<file path="src/rtl/softmax_row_sequencer.sv">
// Row-level sequencer for the 32-element softmax output path: drives the core and row-flatten writer per row.
// Define SOFTMAX_SEQ_TIMEOUT_EN to add a watchdog on the SM_WAIT and FL_RUN states.
module softmax_row_sequencer #(
  parameter int NUM_ROWS    = 32,
  parameter int DATA_W      = 16,
  parameter int TIMEOUT_CYC = 255,
  localparam int RW         = $clog2(NUM_ROWS),
  localparam int ADDR_W     = RW + 5
) (
  input  logic              i_clk,
  input  logic              i_rst,
  input  logic              i_start,
  input  logic [RW:0]       i_num_rows,
  output logic              o_busy,
  output logic              o_done,
  output logic              o_err,
  output logic [RW-1:0]     o_row_idx,
  output logic              o_sm_start,
  output logic [RW-1:0]     o_sm_row,
  input  logic              i_sm_done,
  output logic              o_fl_clr,
  output logic              o_fl_valid,
  input  logic              i_fl_done,
  input  logic              i_fl_wr_en,
  input  logic [4:0]        i_fl_wr_addr,
  input  logic [DATA_W-1:0] i_fl_wr_data,
  output logic              o_mem_wr_en,
  output logic [ADDR_W-1:0] o_mem_wr_addr,
  output logic [DATA_W-1:0] o_mem_wr_data
);

  typedef enum logic [2:0] {
    S_IDLE, S_CLR, S_SM_START, S_SM_WAIT, S_FL_RUN, S_FL_CHK, S_DONE
  } state_t;

  localparam logic [RW:0] NUM_ROWS_W = (RW + 1)'(NUM_ROWS);
  localparam logic [RW:0] ONE_W      = (RW + 1)'(1);
  localparam logic [5:0]  ROW_WRITES = 6'd32;
  localparam logic [5:0]  WR_CNT_MAX = 6'd63;

  state_t          state_reg, state_next;
  logic [RW-1:0]   row_reg, last_reg;
  logic [5:0]      wr_cnt_reg;
  logic            err_reg;
  logic            busy_next, done_next, fl_clr_next, sm_start_next, fl_valid_next;
  logic            start_ok, is_last, relay_ok, err_set, timeout;
  logic [RW:0]     num_clamped;

  assign start_ok    = (state_reg == S_IDLE) && i_start;
  assign is_last     = (row_reg == last_reg);
  assign relay_ok    = i_fl_wr_en && ((state_reg == S_FL_RUN) || (state_reg == S_FL_CHK));
  assign num_clamped = (i_num_rows > NUM_ROWS_W) ? NUM_ROWS_W : i_num_rows;

  // A row is bad if the writer did not produce exactly 32 writes, or wrote outside its window
  assign err_set = ((state_reg == S_FL_CHK) && (wr_cnt_reg != ROW_WRITES)) ||
                   (i_fl_wr_en && !relay_ok) || timeout;

`ifdef SOFTMAX_SEQ_TIMEOUT_EN
  localparam int WD_W = $clog2(TIMEOUT_CYC + 1);
  localparam logic [WD_W-1:0] WD_LAST = WD_W'(TIMEOUT_CYC - 1);

  logic [WD_W-1:0] wd_reg;
  logic            wd_state;

  assign wd_state = (state_reg == S_SM_WAIT) || (state_reg == S_FL_RUN);
  assign timeout  = wd_state && (wd_reg == WD_LAST);

  // Restarts on every state change so SM_WAIT and FL_RUN each get a full budget
  always_ff @(posedge i_clk or posedge i_rst) begin
    if (i_rst) begin
      wd_reg <= '0;
    end else if (state_next != state_reg) begin
      wd_reg <= '0;
    end else if (wd_state && !timeout) begin
      wd_reg <= wd_reg + WD_W'(1);
    end
  end
`else
  assign timeout = (TIMEOUT_CYC < 0);
`endif

  always_ff @(posedge i_clk or posedge i_rst) begin
    if (i_rst) begin
      state_reg <= S_IDLE;
    end else begin
      state_reg <= state_next;
    end
  end

  always_comb begin
    state_next = state_reg;
    case (state_reg)
      S_IDLE: begin
        if (i_start) begin
          state_next = (i_num_rows == '0) ? S_DONE : S_CLR;
        end
      end
      S_CLR:      state_next = S_SM_START;
      S_SM_START: state_next = S_SM_WAIT;
      S_SM_WAIT: begin
        if (timeout) begin
          state_next = S_DONE;
        end else if (i_sm_done) begin
          state_next = S_FL_RUN;
        end
      end
      S_FL_RUN: begin
        if (timeout) begin
          state_next = S_DONE;
        end else if (i_fl_done) begin
          state_next = S_FL_CHK;
        end
      end
      S_FL_CHK:   state_next = is_last ? S_DONE : S_CLR;
      S_DONE:     state_next = S_IDLE;
      default:    state_next = S_IDLE;
    endcase
  end

  // Control outputs are decoded from the next state so they register in step with it
  always_comb begin
    busy_next     = (state_next != S_IDLE);
    done_next     = (state_next == S_DONE);
    fl_clr_next   = (state_next == S_CLR);
    sm_start_next = (state_next == S_SM_START);
    fl_valid_next = (state_next == S_FL_RUN);
  end

  always_ff @(posedge i_clk or posedge i_rst) begin
    if (i_rst) begin
      o_busy        <= 1'b0;
      o_done        <= 1'b0;
      o_fl_clr      <= 1'b0;
      o_sm_start    <= 1'b0;
      o_fl_valid    <= 1'b0;
      o_mem_wr_en   <= 1'b0;
      o_mem_wr_addr <= '0;
      o_mem_wr_data <= '0;
      row_reg       <= '0;
      last_reg      <= '0;
      wr_cnt_reg    <= '0;
      err_reg       <= 1'b0;
    end else begin
      o_busy      <= busy_next;
      o_done      <= done_next;
      o_fl_clr    <= fl_clr_next;
      o_sm_start  <= sm_start_next;
      o_fl_valid  <= fl_valid_next;
      o_mem_wr_en <= relay_ok;
      if (relay_ok) begin
        o_mem_wr_addr <= {row_reg, i_fl_wr_addr};
        o_mem_wr_data <= i_fl_wr_data;
      end

      if (start_ok) begin
        row_reg  <= '0;
        last_reg <= RW'(num_clamped - ONE_W);
      end else if ((state_reg == S_FL_CHK) && !is_last) begin
        row_reg <= row_reg + RW'(1);
      end

      if (state_reg == S_CLR) begin
        wr_cnt_reg <= '0;
      end else if (relay_ok && (wr_cnt_reg != WR_CNT_MAX)) begin
        wr_cnt_reg <= wr_cnt_reg + 6'd1;
      end

      if (err_set) begin
        err_reg <= 1'b1;
      end else if (start_ok) begin
        err_reg <= 1'b0;
      end
    end
  end

  assign o_err     = err_reg;
  assign o_row_idx = row_reg;
  assign o_sm_row  = row_reg;

endmodule

</file>
<file path="config.mk">
export PLATFORM = sky130hd
export DESIGN_NAME = softmax_row_sequencer
export DESIGN_NICKNAME = d
export VERILOG_FILES = /design/src/rtl/softmax_row_sequencer.sv
export SDC_FILE = /design/constraint.sdc
export NUM_CORES = 1
export LEC_CHECK = 0
export ABC_AREA = 1
export CAP_MARGIN = 20
export CELL_PAD_IN_SITES_DETAIL_PLACEMENT = 1
export CELL_PAD_IN_SITES_GLOBAL_PLACEMENT = 2
export CORE_MARGIN = 2
export CORE_UTILIZATION = 28
export CTS_BUF_LIST = sky130_fd_sc_hd__clkbuf_8
export CTS_CLUSTER_DIAMETER = 60
export DETAILED_ROUTE_END_ITERATION = 12
export GPL_ROUTABILITY_DRIVEN = 0
export PLACE_DENSITY = 0.89
export SYNTH_ARGS = -nofsm -noshare
export SYNTH_HDL_FRONTEND = slang
export SYNTH_SLANG_ARGS = --single-unit
</file>
<file path="constraint.sdc">
create_clock -name i_clk -period 1.95 [get_ports i_clk]
set_clock_uncertainty 0.1 [all_clocks]
set_input_delay 0.39 -clock i_clk [delete_from_list [all_inputs] [get_ports i_clk]]
set_output_delay 0.39 -clock i_clk [all_outputs]
set_load 0.01 [all_outputs]
</file>
After elaboration in Yosys (flattened, before gate mapping) --
Cells that the tools add are included.
Word-level totals: register bits after elaboration 52, output and inout bits 43, word-level logic and storage cells 58
Operators by class: add/sub/neg operators 3, order comparisons 1, eq/ne operators 12, multiplexer cells 13, reduce and logical (&&, ||, !) cells 16
Operators with widths (count):
- 3-bit one-hot mux with 6 select lines | 1
- 3-bit two-way mux | 5
- 5-bit two-way mux | 3
- 3-bit == test (second input constant) | 4
- 6-bit two-way mux | 2
- 6-bit != test (second input constant) | 2
- 3-bit by 2-bit == test with 1-bit output (second input constant) | 3
- 6-bit by 1-bit adder with 6-bit output (second input constant) | 1
- 3-bit by 1-bit == test with 1-bit output (second input constant) | 2
- 6-bit greater-than comparator (second input constant) | 1
- 1-bit logical AND | 6
- 6-bit zero test | 1
- 2-bit nonzero test | 3
- 5-bit by 1-bit adder with 5-bit output (second input constant) | 1
- 5-bit == test | 1
- 5-bit by 1-bit subtractor with 5-bit output (second input constant) | 1
- 3-bit zero test | 1
- 3-bit nonzero test | 1
- 1-bit zero test | 2
- 1-bit logical OR | 2
- 1-bit two-way mux | 2

Longest topological paths before layout --
word-level depth 7, depth in mapped cells 9, gate-level depth less buffers 9

Worst setup path before layout --
OpenSTA, ideal clock, no wires.
path kind input to register, start point input port i_num_rows[2], end point register last_reg[4], library setup time 0.127 ns, arrival 1.397 ns, slack 0.326 ns, cell stages on the path 8, path buffers 0, path through nor2_1 -> nand3_1 -> nor2_1 -> o21ai_0 -> ha_1 -> o211ai_1 -> xor2_1 -> o21ai_0
Between the ends: longest elaborated chain between the ends 3
RTL lines:
- from (decl) | RTL line 13 | input logic [RW:0] i_num_rows,
- 6-bit greater-than comparator | RTL line 52 | assign num_clamped = (i_num_rows > NUM_ROWS_W) ? NUM_ROWS_W : i_num_rows;
- 5-bit two-way mux (*) | RTL line 52
- 5-bit by 1-bit subtractor with 5-bit output (*) | RTL line 157 | last_reg <= RW'(num_clamped - ONE_W);
- to (signal assigned) | RTL line 157
- to (decl) | RTL line 42 | logic [RW-1:0] row_reg, last_reg;
Every way passes the cells marked *; elsewhere a longest branch is shown, timed or not. A chain may end at the register's enable or synchronous reset.

Worst setup path after layout --
start point register row_reg[1], in the netlist o_row_idx[1], end point output port o_row_idx[1]
RTL lines:
- from (decl) | RTL line 42
- from (signal assigned) | RTL line 159 | row_reg <= row_reg + RW'(1);
- to (decl) | RTL line 17 | output logic [RW-1:0] o_row_idx,
No word-level cell between the ends.

==> flow_metrics.py <==
metrics = {
    "timing": {
        "rsz0062_at_grt": "no",
        "hold_viol_final": 0,
        "setup_viol_count_final": 0,
        "relSlewSlack": 0.674,
        "fmax_mhz": 532,
        "min_period_ps": 1880,
        "worst_pin_slew_ps": 489,
        "finalCritPeriodShare": 0.964,
        "maxSlewViolCount": 0,
    },
    "clock_tree": {
        "cts_num_sinks": 52,
        "clkTransAtPathRegs_ps": 100,
        "cts_buffer_depth": 2,
        "post_cts_buffers": 0,
        "cts_tree": "built",
        "cts_buffers": 5,
        "cts_hold_buf": 0,
        "clk_latency_ps": 300,
        "cts_root_buffer": "clkbuf_8",
        "cts_max_level": 2,
    },
    "yosys": {
        "netlist_top_cells_count": "nand2_1 (109), dfrtp_1 (52), inv_1 (23)",
        "ys_dominant_reg_cell": "dfrtp_1",
        "synth_cells": 297,
        "synth_edf_count": 0,
        "synth_area_leader_cell": "dfrtp_1",
        "synth-async-reset-ratio": 1.00,
        "synth_most_common_cell": "nand2_1",
        "ys_seq_elements": 52,
        "avgSynthCellArea_sq_um": 8.46,
        "yosys-top-cells-area": "dfrtp_1 (52%), nand2_1 (16%), nand3_1 (3.6%)",
        "syn-num-nets": 334,
        "ys_seq_area_frac": 0.518,
        "ys_types": 29,
        "yosysWarningCount": 0,
        "syn_area_sq_um": 2510,
        "yosys.area.top_type_share": 0.518,
    },
    "power": {
        "leakage_uw": 0.00168,
        "power_density_nw_per_um2": 1310,
        "peakVddDrop_mv": 0.439,
    },
    "drt": {
        "ant_nets": 0,
        "vias_per_cell": 4.49,
        "drt_pre_antenna_iters": 4,
        "drt_iter0_markers": 48,
        "vias": 2185,
        "route.detailed.drc": 0,
        "routed_wl_mm": 6.45,
        "wl_per_cell_um": 13.2,
    },
    "global_routing": {
        "grt.total_usage": 0.137,
        "antenna_found_initial": 0,
        "grt_pass1_vias": 2282,
        "grt_pass1_wl_mm": 10.9,
        "grt_max_degree": 33,
        "grt_overflow_total": 0,
    },
    "setup_path": {
        "cp_slowest_cell": "clkdlybuf4s50_1",
        "startpoint": "o_row_idx[1]",
        "crit_type": "flop to primary output",
        "crit_buf_inv": 1,
        "crit_path_start_kind": "flop",
        "path_cells": "clkdlybuf4s50_1",
        "slowest_delay_ps": 600,
        "worstReg2RegStart": "o_row_idx[3]",
        "end_kind": "primary output",
        "crit_family": "buffers and inverters",
        "worstPathMaxFanout": 7,
        "cp.required_ps": 1460,
        "cp_data_arrival_time_ps": 1390,
    },
    "die": {
        "fp.dieH_um": 98.8,
        "dieArea_sq_um": 9750,
        "ioPinCount": 76,
        "core_sq_um": 8720,
        "start_util": 0.288,
        "dieWidth_um": 98.8,
        "rows": 34,
    },
    "place": {
        "portBuffers": 75,
        "placed_cells_incl_taps": 479,
        "post_dp_cell_area_sq_um": 3430,
        "place_hpwl_mm": 4.96,
    },
    "run": {
        "maxCapViolCount": 0,
    },
    "finish": {
        "fin_area_sq_um": 3560,
        "fill_cells": 1043,
        "largest_register_ff_count": 16,
        "stdcell_count": 487,
        "nNetsFinal": 415,
        "drive_above_1_share": 0.129,
        "area_delta_synth_final_pct": 41.5,
        "antenna_cells": 0,
    },
    "worst_hold_path": {
        "hold_class": "input pin to asynchronous set/reset pin",
    },
    "run_status": {
        "status": "finished clean",
    },
}
stage by stage:
step / setup TNS, ps / power [uW] / hold slack, ps / util / setup WS [ps]
CTS: 0 / 4750 / 342 / 0.408 / 45.5
global route: 0 / 5070 / 359 / 0.408 / 1.22
finish: 0 / 4670 / 350 / 0.408 / 69.3
floorplan: 0 / 2950 / 373 / - / 202
global placement: -115 / 3880 / 354 / 0.394 / -106
detailed placement: -322 / 3960 / 368 / 0.394 / -196
final cells by class:
cell class,instances,area [sq um],area share
Sequential cell,52,1300,0.367
Inverter,32,123,0.0345
Clock buffer,6,82.6,0.0232
Timing Repair Buffer,85,851,0.239
Clock inverter,2,38.8,0.0109
Multi-Input combinational cell,202,1020,0.287
Tap cell,108,135,0.0380
metal layers:
metal	part of all wire	up-vias	track usage
li1	-	1086	-
met1	0.47	1040	0.180
met2	0.48	57	0.233
met3	0.046	2	0.0298
met4	0.0023	0	0.0253
met5	0	-	0
repair_timing:
item                                   4_1_cts  5_1_grt
endpoints found under the hold margin        0        0
setup endpoints to repair                    2        2
gates resized for setup                      1        1
layout by cell type (no fill, tap or decap), types with 3 or more instances in the layout:
cell | synthesis | routed
a21oi_1 | 4 | 4
buf_4 | 5 | 8
clkbuf_8 | 0 | 6
clkdlybuf4s50_1 | 0 | 75
dfrtp_1 | 52 | 50
ha_1 | 4 | 4
inv_1 | 23 | 22
inv_2 | 8 | 9
nand2_1 | 109 | 109
nand2_2 | 7 | 7
nand3_1 | 18 | 18
nand4_1 | 3 | 3
nor2_1 | 14 | 14
nor2_2 | 3 | 3
nor2_4 | 3 | 3
o21ai_0 | 16 | 16
xor2_1 | 5 | 5
kinds of logic after synthesis:
group                    after synthesis  share of synthesized area
AND/OR/NAND/NOR                      164                      0.298
AO/OA/AOI/OAI                         27                     0.0642
buffers and inverters                 43                     0.0757
adder cells (fa/ha/maj)                4                     0.0199
flip-flops                            52                      0.518
XOR/XNOR                               7                     0.0244
power by group:
group	switching, uW	internal [uW]	total, uW	leakage, uW
Clock	352	420	772	0.0000614
Sequential	300	1490	1790	0.000664
Combinational	1090	1010	2100	0.000958
final timing paths:
check,slack [ps],end,depth (start not counted)
setup / recovery,70,o_row_idx[1],1
hold / removal,350,o_mem_wr_data[7],3
setup reg to reg,320,o_row_idx[0],9
hold reg to reg,380,o_mem_wr_data[14],2
max in group asynchronous,1190,o_row_idx[0],3
min in group i_clk,380,o_mem_wr_data[14],2
No activity file was read; power rests on OpenSTA's default activity.
